===== src/rtl/mmio_timer.sv =====
// mmio_timer: memory-mapped down-counting interval timer, one-shot or auto-reload, level interrupt.
// Registers: CTRL {IE,AR,EN} @0x0, LOAD @0x4, COUNT @0x8, STATUS {EXP} @0xC (write-1-to-clear).
module mmio_timer #(
   parameter logic [31:0] BASE_ADDR = 32'h1000_0000,
   parameter int unsigned PRESCALE  = 1
) (
   input  logic        clk,
   input  logic        rst,
   input  logic        ce,
   input  logic        we,
   input  logic [3:0]  sel,
   input  logic [31:0] addr,
   input  logic [31:0] data_i,
   output logic [31:0] data_o,
   output logic        irq_o
);
   localparam int unsigned PW = PRESCALE > 1 ? $clog2(PRESCALE) : 1;
   localparam logic [PW-1:0] PRE_MAX = PW'(PRESCALE - 1);

   logic          en_q, en_d, ar_q, ar_d, ie_q, ie_d, exp_q, exp_d;
   logic [31:0]   load_q, load_d, count_q, count_d, wmask;
   logic [PW-1:0] pre_q, pre_d;
   logic          hit, wr, tick, fire, ctrl_wr, load_wr, count_wr, clr;
   logic [1:0]    rsel;
   logic          unused_addr;

   assign hit         = ce && addr[31:4] == BASE_ADDR[31:4];
   assign wr          = hit && we;
   assign rsel        = addr[3:2];
   assign unused_addr = ^addr[1:0];
   assign wmask       = {{8{sel[3]}}, {8{sel[2]}}, {8{sel[1]}}, {8{sel[0]}}};
   assign ctrl_wr     = wr && rsel == 2'd0 && sel[0];
   assign load_wr     = wr && rsel == 2'd1;
   assign count_wr    = wr && rsel == 2'd2 && |sel;
   assign clr         = wr && rsel == 2'd3 && sel[0] && data_i[0];
   assign tick        = en_q && pre_q == PRE_MAX;
   assign fire        = tick && count_q == '0;

   // A CPU write to COUNT overrides the tick, and a CTRL write overrides the one-shot stop.
   always_comb begin
      pre_d   = en_q ? (tick ? '0 : pre_q + PW'(1)) : '0;
      load_d  = load_wr ? (load_q & ~wmask) | (data_i & wmask) : load_q;
      count_d = count_wr ? (count_q & ~wmask) | (data_i & wmask)
              : fire ? (ar_q ? load_q : count_q)
              : tick ? count_q - 32'd1 : count_q;
      en_d    = ctrl_wr ? data_i[0] : en_q && !(fire && !ar_q);
      ar_d    = ctrl_wr ? data_i[1] : ar_q;
      ie_d    = ctrl_wr ? data_i[2] : ie_q;
      exp_d   = fire || (exp_q && !clr);
   end

   always_ff @(posedge clk) begin
      if (rst) begin
         pre_q   <= '0;
         load_q  <= '0;
         count_q <= '0;
         en_q    <= 1'b0;
         ar_q    <= 1'b0;
         ie_q    <= 1'b0;
         exp_q   <= 1'b0;
      end else begin
         pre_q   <= pre_d;
         load_q  <= load_d;
         count_q <= count_d;
         en_q    <= en_d;
         ar_q    <= ar_d;
         ie_q    <= ie_d;
         exp_q   <= exp_d;
      end
   end

   assign irq_o  = exp_q && ie_q;
   assign data_o = !(hit && !we) ? '0
                 : rsel == 2'd0 ? {29'd0, ie_q, ar_q, en_q}
                 : rsel == 2'd1 ? load_q
                 : rsel == 2'd2 ? count_q
                 : {31'd0, exp_q};
endmodule


===== config.mk =====
export PLATFORM = sky130hd
export DESIGN_NAME = mmio_timer
export DESIGN_NICKNAME = d
export VERILOG_FILES = /design/src/rtl/mmio_timer.sv
export SDC_FILE = /design/constraint.sdc
export NUM_CORES = 1
export LEC_CHECK = 0
export BUFFER_PORTS_ARGS = -buffer_cell sky130_fd_sc_hd__buf_4
export CAP_MARGIN = 20
export CORE_MARGIN = 4
export CORE_UTILIZATION = 50
export DETAILED_ROUTE_END_ITERATION = 10
export GPL_ROUTABILITY_DRIVEN = 0
export PLACE_DENSITY = 0.75
export SLEW_MARGIN = 5
export SYNTH_ARGS = -nofsm -noshare
export SYNTH_HDL_FRONTEND = slang
export SYNTH_SLANG_ARGS = --single-unit

===== constraint.sdc =====
create_clock -name clk -period 4.3 [get_ports clk]
set_clock_uncertainty 0.1 [all_clocks]
set_input_delay 0.215 -clock clk [delete_from_list [all_inputs] [get_ports clk]]
set_output_delay 0.215 -clock clk [all_outputs]
set_load 0.01 [all_outputs]

# After elaboration in Yosys (flattened, before gate mapping)
# Cells that the tools add are included.
[word_totals] input_bits=72 reg_bits=69 word_cells=59
[op_classes] addsub=2 reduce_logical=28 n_eq_ne=5 muxes=9 bitwise_logic=8
[ops] cell="32-bit two-way mux" count=8
[ops] cell="32-bit bitwise AND" count=3
[ops] cell="32-bit bitwise OR" count=2
[ops] cell="32-bit logical NOT" count=1
[ops] cell="32-bit inverter" count=1
[ops] cell="32-bit by 1-bit subtractor with 32-bit output, second input constant" count=1
[ops] cell="28-bit by 25-bit equality test with 1-bit output, second input constant" count=1
[ops] cell="1-bit logical AND" count=17
[ops] cell="2-bit equality test, second input constant" count=2
[ops] cell="1-bit logical NOT" count=4
[ops] cell="4-bit OR reduction" count=1
[ops] cell="3-bit by 2-bit inequality test with 1-bit output, second input constant" count=1
[ops] cell="3-bit nonzero test" count=1
[ops] cell="3-bit OR reduction" count=1
[ops] cell="2-bit by 1-bit equality test with 1-bit output, second input constant" count=1
[ops] cell="2-bit logical NOT" count=1
[ops] cell="1-bit inverter" count=2
[ops] cell="2-bit AND reduction" count=1
[ops] cell="1-bit adder, second input constant" count=1
[ops] cell="1-bit logical OR" count=1
[ops] cell="1-bit two-way mux" count=1

# Logic depth before layout (Yosys ltp)
# Gate-level depths: netlist of the first run.
[logic_depth] depth_word=9 ltp_mapped=12

# Least setup slack after synthesis of the first run
# Ideal clock, no wire load.
[synth_timing] path_type="reg2reg" from="register with a tool-made name" to="register with a tool-made name" synth_period_minus_slack_ns=3.117 setup_ns=0.119 t_arrival_ns=2.898 path_stages_with_launch=12 path_slack_ns=1.183 path_cell_list="dfxtp_1 > inv_1 > ha_1 > or4b_1 > clkbuf_1 > or4_1 > buf_2 > or3_1 > buf_6 > o211a_2 > a21o_1 > o221a_1"

==> results of run 1 <==
cell families (layout without fill, tap and decap cells):
| group | count (synthesis) | count (layout) | synth area share |
|---|---|---|---|
| simple gates | 192 | 192 | 0.212 |
| compound gates | 154 | 154 | 0.288 |
| flops | 69 | 69 | 0.308 |
| buf+inv | 67 | 155 | 0.0644 |
| mux | 38 | 38 | 0.0875 |
| xor+xnor | 19 | 19 | 0.0371 |
| fa+ha+maj | 1 | 1 | 0.00279 |
| other cells | 1 | 1 | 0.000835 |
worst register-to-register path, cell delays in order, from the launching register on:
cell and delay, ns:
dfxtp_1 0.35, inv_1 0.10, ha_1 0.21, or4b_1 0.59, or4_1 0.62, or3_1 0.50
buf_4 0.27, o211a_2 0.35, a21oi_4 0.32, a221oi_2 0.12
metrics by stage:
stage                     utilization  area [um^2]  worst slack (ns)  power (uW)  instances
final                           0.630         5500             0.603        1330        737
after global routing            0.630         5500             0.458        1370        737
after CTS                       0.630         5500             0.617        1330        737
after detailed placement        0.606         5290             0.638         753        722
after global placement          0.606         5290             0.651         751        722
after floorplan                     -         4490              1.18         683        541
report_power, final:
group	internal (uW)	total (uW)	switching [uW]
Clock	336	595	258
Sequential	639	639	0.111
Combinational	47.9	99.7	51.7
Total	1020	1330	310
worst paths after layout:
path / startpoint / slack (ns) / endpoint
hold reg to reg: register / 0.41 / register
setup / recovery: register / 0.60 / register
hold / removal: data_i[25] / 0.004 / register
setup reg to reg: register / 0.60 / register
layout make-up:
cell class / instances / area, um^2 / area share
well taps: 108 / 135 / 0.0246
clock buffers: 10 / 138 / 0.0250
repair buffers: 110 / 826 / 0.150
multi-input cells: 405 / 2830 / 0.515
inverters: 30 / 113 / 0.0205
flip-flops and latches: 69 / 1380 / 0.251
clock inverters: 5 / 75.1 / 0.0137
per-layer routing:
layer,up-vias,GRT usage,routed length (um),share of wire
met5,-,0,0,0
met1,2209,0.346,5800,0.43
met3,25,0.0474,1130,0.084
met4,0,0.0926,274,0.020
li1,2189,-,-,-
met2,204,0.420,6320,0.47
cell usage after synthesis (all sizes together) (3+ instances only):
master | n | area share
a221oi | 27 | 0.090
and2 | 4 | 0.0056
mux2i | 37 | 0.082
clkbuf | 28 | 0.023
nor4 | 13 | 0.018
o211ai | 24 | 0.043
nor2 | 87 | 0.073
o41ai | 4 | 0.0078
inv | 30 | 0.025
and4 | 4 | 0.0078
nand2 | 14 | 0.012
dfxtp | 69 | 0.31
a21oi | 10 | 0.016
buf | 9 | 0.016
nor3 | 15 | 0.017
a22oi | 29 | 0.048
or3 | 5 | 0.0070
or4 | 14 | 0.023
o21a | 5 | 0.0084
xnor2 | 18 | 0.035
o21ai | 42 | 0.048
a211oi | 3 | 0.0050
nand3 | 17 | 0.019
nand4 | 4 | 0.0056
nor2b | 4 | 0.0056
layout by cell type (no fill, tap or decap), types with 2 or more instances in the layout:
master and n:
a211oi_1 3, a21oi_1 8, a21oi_4 2, a221oi_2 27
a22oi_1 29, and2_1 4, and4_1 4, buf_4 110
bufinv_16 2, clkbuf_8 10, clkinv_2 3, dfxtp_1 69
inv_1 30, mux2i_1 37, nand2_1 14, nand3_1 17
nand4_1 4, nor2_1 87, nor2b_1 2, nor3_1 15
nor3b_1 2, nor4_1 13, o211ai_1 23, o21a_1 5
o21ai_0 15, o21ai_1 25, o21ai_2 2, o221a_1 2
o31ai_1 2, o41ai_1 4, or2_2 2, or3_1 5
or4_1 14, xnor2_1 18
==> run summary, run 1 <==
Outcome -> complete, no violations
Final ANT Viol Nets -> 0
Setup crit end kind -> register
Ys async rst share -> 0
Syn Area/Cell -> 8.30 um^2
Crit-path max FO -> 27
Peak supply drop -> 199 uV
Total global-route track usage -> 0.259
Post-synth EDFFs -> 0
Cells after synthesis -> 541
Via-per-instance ratio -> 6.28
Post-CTS sizing -> 0
Router iterations before antenna repair -> 5
Die extent in x -> 103 um
Initial Util -> 0.515
Yosys Warn Count -> 0
Delay-heaviest family, CP -> simple AND/OR/NAND/NOR gates
Drt drc -> 0
CTS buffer count -> 9
Synthesis-stage register bit count -> 69
Hold Vio Cnt, Final -> 0
Final setup violation count -> 0
Register area share after synthesis -> 0.308
Hold crit path type -> input port to register
Setup TNS -> 0 ns
Number of global-route vias before repair -> 4,483
Layout cells sized above 1 -> 0.262
Max incr delay on CP -> 0.62 ns
Grt ovf -> 0
Cell variety after synth -> 53
Total setup buffers inserted after CTS -> 0
Hold WS -> 0.00399 ns
TritonCTS clock tree -> done
CP Data Required Time -> 4.39 ns
Crit path depth -> 9
Fill cells -> 781
Root buffer cell -> clkbuf_8
Clk buf depth -> 2
Crit start category -> register
Initial antenna violation count -> 0
Routed WL per cell -> 18.4 um
Unrepaired setup endpoints after global routing -> false
Area growth syn-to-layout -> 22.4%
Leak -> 0.00227 uW
Post-Route WL -> 13,500 um
I/O Buffers -> 102
Post-synthesis net count -> 614
FMAX -> 0.270 GHz
Critical-path cell list -> inv_1, ha_1, or4b_1, or4_1, or3_1, buf_4, o211a_2, a21oi_4, a221oi_2
Synthesized area -> 0.00449 mm^2
Post-DP HPWL -> 9280 um
Antenna diodes -> 0
Sink Count -> 69
Worst Hold Path Cells -> 3
Maxcap violations -> 0
Largest net degree at the start of global routing -> 66
Relative slew slack -> 0.374
Fin crit share -> 0.860
CP arrival -> 3.79 ns
Buffers & Inverters on Critical Path -> 2
Period minus WS final -> 3.70 ns
Final Max Slew Viols -> 0
Nets -> 698
Critical path's slowest cell -> or4_1
FF-to-FF path depth -> 9
Hold_buf cts -> 0
Global-route wire length before repair -> 21,800 um
Primary FF master, synth -> dfxtp_1
Die ar. -> 0.0106 mm^2
I/O pin count -> 105
Vias post-DR -> 4,627
Worst-Margin Slew -> 0.937 ns
Initial DRC count -> 427
# rows -> 34
Clock latency at the later pin of the worst-skew pair -> 0.35 ns
Power Dens Cells -> 242 mW/mm^2
Clk slew on worst S/H paths -> 0.08 ns
Chip height -> 103 um
Critical path class -> register to register
CTS HTree Levels -> 3
Core area -> 0.00872 mm^2
(Power assumes the default switching activity.)
==> inputs of run 2 (changes only) <==
SLEW_MARGIN = not set   (was 5)
clock period = 4.22 ns   (was 4.3 ns; I/O delays follow)
==> run 2 against run 1 <==
The flow now finishes with violations (hold timing). Register-to-register slack better by 0.11 ns. Hold slack got worse by 0.0085 ns. Sequential share of layout area is essentially flat. Combinational power is 4% higher. Utilization up 0.057 points. Non-clock buffer count increased by 4. First-iteration DRC count shrank 32%.
==> run summary, run 2 (synthesis results as in run 1) <==
Critical-path cell list -> inv_1, ha_1, or4b_1, or4_1, or3_1, o211ai_4, and2_1, a221oi_2
Period minus WS final -> 3.51 ns
Drt drc -> 0
Routed WL per cell -> 18.1 um
Power Dens Cells -> 234 mW/mm^2
CP Data Required Time -> 4.31 ns
Finished Layout Cells -> 740
TritonCTS clock tree -> done
Clk slew on worst S/H paths -> 0.08 ns
Vias post-DR -> 4,641
Post-CTS sizing -> 0
Grt ovf -> 0
Hold WS -> -0.00447 ns
Post-Route WL -> 13,400 um
Min-delay src -> data_i[24]
Nets -> 702
Final Max Slew Viols -> 0
Die ar. -> 0.0106 mm^2
Worst-Margin Slew -> 0.949 ns
Outcome -> finished, violations left
Crit start category -> register
Critical path class -> register to register
Peak supply drop -> 155 uV
Total global-route track usage -> 0.252
Hold Vio Cnt, Final -> 4
FMAX -> 0.285 GHz
Leak -> 0.00227 uW
Sink Count -> 69
Router iterations before antenna repair -> 5
Die extent in x -> 103 um
DP Cell Count -> 723
# rows -> 34
Clk buf depth -> 2
Unrepaired setup endpoints after global routing -> false
Commonest non-fill, non-tap cell in the layout -> buf_4
I/O Buffers -> 102
CP arrival -> 3.60 ns
Clock latency at the later pin of the worst-skew pair -> 0.36 ns
CTS HTree Levels -> 3
Worst Hold Path Cells -> 3
Delay-heaviest family, CP -> simple AND/OR/NAND/NOR gates
FF-to-FF path depth -> 8
Global-route wire length before repair -> 21,400 um
Chip height -> 103 um
Maxcap violations -> 0
Post-DP HPWL -> 9360 um
Layout cells sized above 1 -> 0.258
Root buffer cell -> clkbuf_8
Setup TNS -> 0 ns
Violated checks -> hold timing
Largest net degree at the start of global routing -> 66
Buffers & Inverters on Critical Path -> 1
Hold crit path type -> input port to register
I/O pin count -> 105
Initial DRC count -> 291
Number of global-route vias before repair -> 4,472
Final setup violation count -> 0
Critical path's slowest cell -> or4b_1
Final ANT Viol Nets -> 0
Area growth syn-to-layout -> 22.5%
Relative slew slack -> 0.366
Antenna diodes -> 0
Core area -> 0.00872 mm^2
Via-per-instance ratio -> 6.27
Max incr delay on CP -> 0.59 ns
Crit-path max FO -> 11
CTS buffer count -> 9
Fill cells -> 787
Setup crit end kind -> register
Initial Util -> 0.515
R2r setup slk -> 0.71 ns
Most frequent cells in the layout -> 111 x buf_4, 87 x nor2_1, 69 x dfxtp_1
Fin crit share -> 0.831
Initial antenna violation count -> 0
[run 2: cell count changes in the layout (fill, tap and decap cells not counted), sizes merged]
| cell | before | now |
|---|---|---|
| dlygate4sd3 | 0 | 3 |
| buf | 110 | 111 |
| clkinv | 3 | 1 |
| clkbuf | 10 | 12 |
| bufinv | 2 | 1 |
[run 2: what timing repair did]
action,in CTS,in global routing
endpoints found under the hold margin,3,0
hold buffers,3,0
setup buffers,0,0
[run 2: metrics by stage]
stage | total power [uW] | worst slack [ns] | cell area (um^2) | util
after global placement | 766 | 0.787 | 5290 | 0.607
final | 1290 | 0.715 | 5500 | 0.631
after global routing | 1330 | 0.608 | 5500 | 0.631
after detailed placement | 767 | 0.775 | 5290 | 0.607
after floorplan | 696 | 1.10 | 4490 | -
after CTS | 1290 | 0.745 | 5500 | 0.631
[run 2: metal layers]
| metal | global-route usage | share of wire | vias to the layer above |
|---|---|---|---|
| met5 | 0 | 0 | - |
| met4 | 0.0857 | 0.012 | 0 |
| met3 | 0.0406 | 0.087 | 15 |
| met2 | 0.427 | 0.48 | 194 |
| met1 | 0.328 | 0.42 | 2226 |
| li1 | - | - | 2206 |
[run 2: where the power goes]
group | total, uW | internal (uW) | leakage (uW) | switching (uW)
clock | 530 | 282 | 0.0000923 | 248
sequential | 651 | 651 | 0.000556 | 0.106
combinational | 104 | 50.7 | 0.00162 | 53.3
[run 2: worst max-delay path by stage]
stage,from,to,slack [ns],cells past startpoint
floorplan,register,register,1.10,11
global placement,register,register,0.79,9
detailed placement,register,register,0.78,8
CTS,register,register,0.75,9
global route,register,register,0.61,8
finish,register,register,0.71,8
[run 2: cell type report]
type,count,area (um^2),area share
multi-input cells,405,2830,0.514
inverters,30,113,0.0205
repair buffers,114,863,0.157
clock buffers,12,145,0.0264
clock inverters,2,35.0,0.00637
flip-flops and latches,69,1380,0.251
well taps,108,135,0.0246
[run 2: worst register-to-register path, delay by kind of cell (launching register included)]
kind,cells,cell delay [ns]
buffers and inverters,1,0.11
and+or+nand+nor,4,2.05
AOI/OAI and AO/OA,2,0.52
adders and majority gates,1,0.22
DFF,1,0.35
==> inputs of run 3 (changes only) <==
ABC_AREA = 1   (was not set)
PLACE_DENSITY = 0.74   (was 0.75)
clock period = 3.4 ns   (was 4.22 ns; I/O delays follow)
==> run 3 against run 2 <==
The run now ends clean. Synthesized cell count rose by 74%. Combinational power rose by 52%. Register-to-register slack gained 0.19 ns. Flip-flop and latch count did not move.
==> run summary, run 3 <==
# rows -> 37
Most frequent cells in the layout -> 284 x nand2_1, 215 x nor2_1, 110 x buf_4
Max incr delay on CP -> 0.57 ns
Core area -> 0.0103 mm^2
Via-per-instance ratio -> 5.18
Number of global-route vias before repair -> 5,580
Initial DRC count -> 449
Vias post-DR -> 6,130
Fin crit share -> 0.732
I/O pin count -> 105
Post-Route WL -> 16,500 um
Router iterations before antenna repair -> 5
Sink Count -> 69
Syn Area/Cell -> 5.60 um^2
FF-to-FF path depth -> 11
Cell variety after synth -> 33
Chip height -> 111 um
Routed WL per cell -> 13.9 um
Power Dens Cells -> 263 mW/mm^2
Critical-path cell list -> inv_1, ha_1, nand3_2, nor2_4, nand3_1, nor2_4, o21ai_0, nand2_1, nand2_1, nor2_1, nor2_1
Drt drc -> 0
Nets -> 1,115
Relative slew slack -> 0.547
Count leader, synth -> nand2_1
Synthesis-stage register bit count -> 69
Cells after synthesis -> 939
CTS HTree Levels -> 3
Register area share after synthesis -> 0.263
Period minus WS final -> 2.49 ns
Top-area cell type share of the netlist area -> 0.263
Initial Util -> 0.512
Area growth syn-to-layout -> 22.9%
FMAX -> 0.402 GHz
Global-route wire length before repair -> 27,700 um
Post-synth EDFFs -> 0
Area contributors post-synth -> dfxtp_1 26%, nand2_1 20%, nor2_1 15%, nand3_1 7.3%, inv_1 6.7%
Post-DP HPWL -> 11,800 um
CP arrival -> 2.63 ns
Post-synthesis net count -> 1,012
Synthesized area -> 0.00526 mm^2
Unrepaired setup endpoints after global routing -> false
M1 wire length -> 7670 um
Final setup violation count -> 0
Fill cells -> 1,122
Initial antenna violation count -> 0
I/O Buffers -> 102
Layout cells sized above 1 -> 0.148
Met2 routed WL -> 7280 um
Crit start category -> register
Peak supply drop -> 171 uV
Final Max Slew Viols -> 0
Total power -> 1700 uW
Commonest cells in the netlist -> 284 x nand2_1, 216 x nor2_1, 94 x inv_1
Antenna diodes -> 0
Clk slew on worst S/H paths -> 0.08 ns
Yosys Warn Count -> 0
Clk buf depth -> 2
Top Layer Used -> met4
Die ar. -> 0.0122 mm^2
CP Data Required Time -> 3.54 ns
Leak -> 0.00318 uW
Total global-route track usage -> 0.270
CTS buffer count -> 9
Primary FF master, synth -> dfxtp_1
Maxcap violations -> 0
Die extent in x -> 111 um
Critical path's slowest cell -> nor2_4
Setup TNS -> 0 ns
Hold crit path type -> input port to register
Hold Vio Cnt, Final -> 0
Worst Hold Path Cells -> 3
Largest area contributor in the netlist -> dfxtp_1
Clock latency at the later pin of the worst-skew pair -> 0.35 ns
Metal3 WL -> 1330 um
Outcome -> complete, no violations
Final ANT Viol Nets -> 0
Ys async rst share -> 0
Commonest non-fill, non-tap cell in the layout -> nand2_1
Worst-Margin Slew -> 0.678 ns
Critical path class -> register to register
Root buffer cell -> clkbuf_8
Grt ovf -> 0
Largest net degree at the start of global routing -> 40
Crit-path max FO -> 27
TritonCTS clock tree -> done
Setup crit end kind -> register
run 3: changes by cell type in the layout (fill, tap and decap cells not counted), sizes merged, moves of 24 or more:
cell    change
a22oi      -28
nand3      +64
o211ai     -24
nand2     +276
inv        +67
mux2i      -37
a221oi     -27
nor2      +141
a21oi      +27
run 3: logic make-up after synthesis:
family | synth area share
flip-flops | 0.263
AND/OR/NAND/NOR | 0.508
buffers and inverters | 0.103
other | 0.000713
adder cells (fa/ha/maj) | 0.00238
XOR/XNOR | 0.0250
AO/OA/AOI/OAI | 0.0985
run 3: worst max-delay path: cells and delay by family, from the launching register on:
kind	cells	cell delay, ns
fa+ha+maj	1	0.26
flops	1	0.31
simple gates	8	1.42
compound gates	1	0.16
buf+inv	1	0.13
run 3: what timing repair did:
item | in CTS | in global routing
hold buffers | 17 | 0
resized for setup | 0 | 0
hold endpoints to repair | 17 | 0
buffers inserted | 0 | 0
run 3: path summary, 6_finish.rpt:
path / from / to / slack (ns)
max: register / register / 0.91
min: data_i[20] / register / 0.01
max reg2reg: register / register / 0.91
min reg2reg: register / register / 0.38
run 3: final cells by class:
type / count / area (um^2) / area share
multi-input cells: 737 / 3340 / 0.517
inverters: 98 / 368 / 0.0569
well taps: 136 / 170 / 0.0263
clock buffers: 11 / 131 / 0.0203
repair buffers: 127 / 996 / 0.154
clock inverters: 5 / 75.1 / 0.0116
flip-flops and latches: 69 / 1380 / 0.214
run 3: where the power goes:
| part | internal (uW) | switching, uW |
|---|---|---|
| Clock | 410 | 321 |
| Combinational | 76.7 | 81.0 |
| Sequential | 808 | 0.470 |
| Total | 1300 | 403 |
run 3: per-stage QoR:
step	cells	utilization	instance area, um^2	hold slack, ns	setup WS [ns]
2_1_floorplan	939	-	5260	0.205	1.47
3_3_place_gp	1150	0.592	6090	0.307	0.934
3_5_place_dp	1150	0.592	6090	0.313	0.937
4_1_cts	1183	0.629	6460	0.000360	0.936
5_1_grt	1183	0.629	6460	0.00927	0.588
6_report	1183	0.629	6460	0.0111	0.910
run 3: metal layers:
layer | up-vias | GRT usage
met3 | 16 | 0.0537
met5 | - | 0
met2 | 237 | 0.422
met1 | 2709 | 0.384
met4 | 0 | 0.0608
li1 | 3168 | -
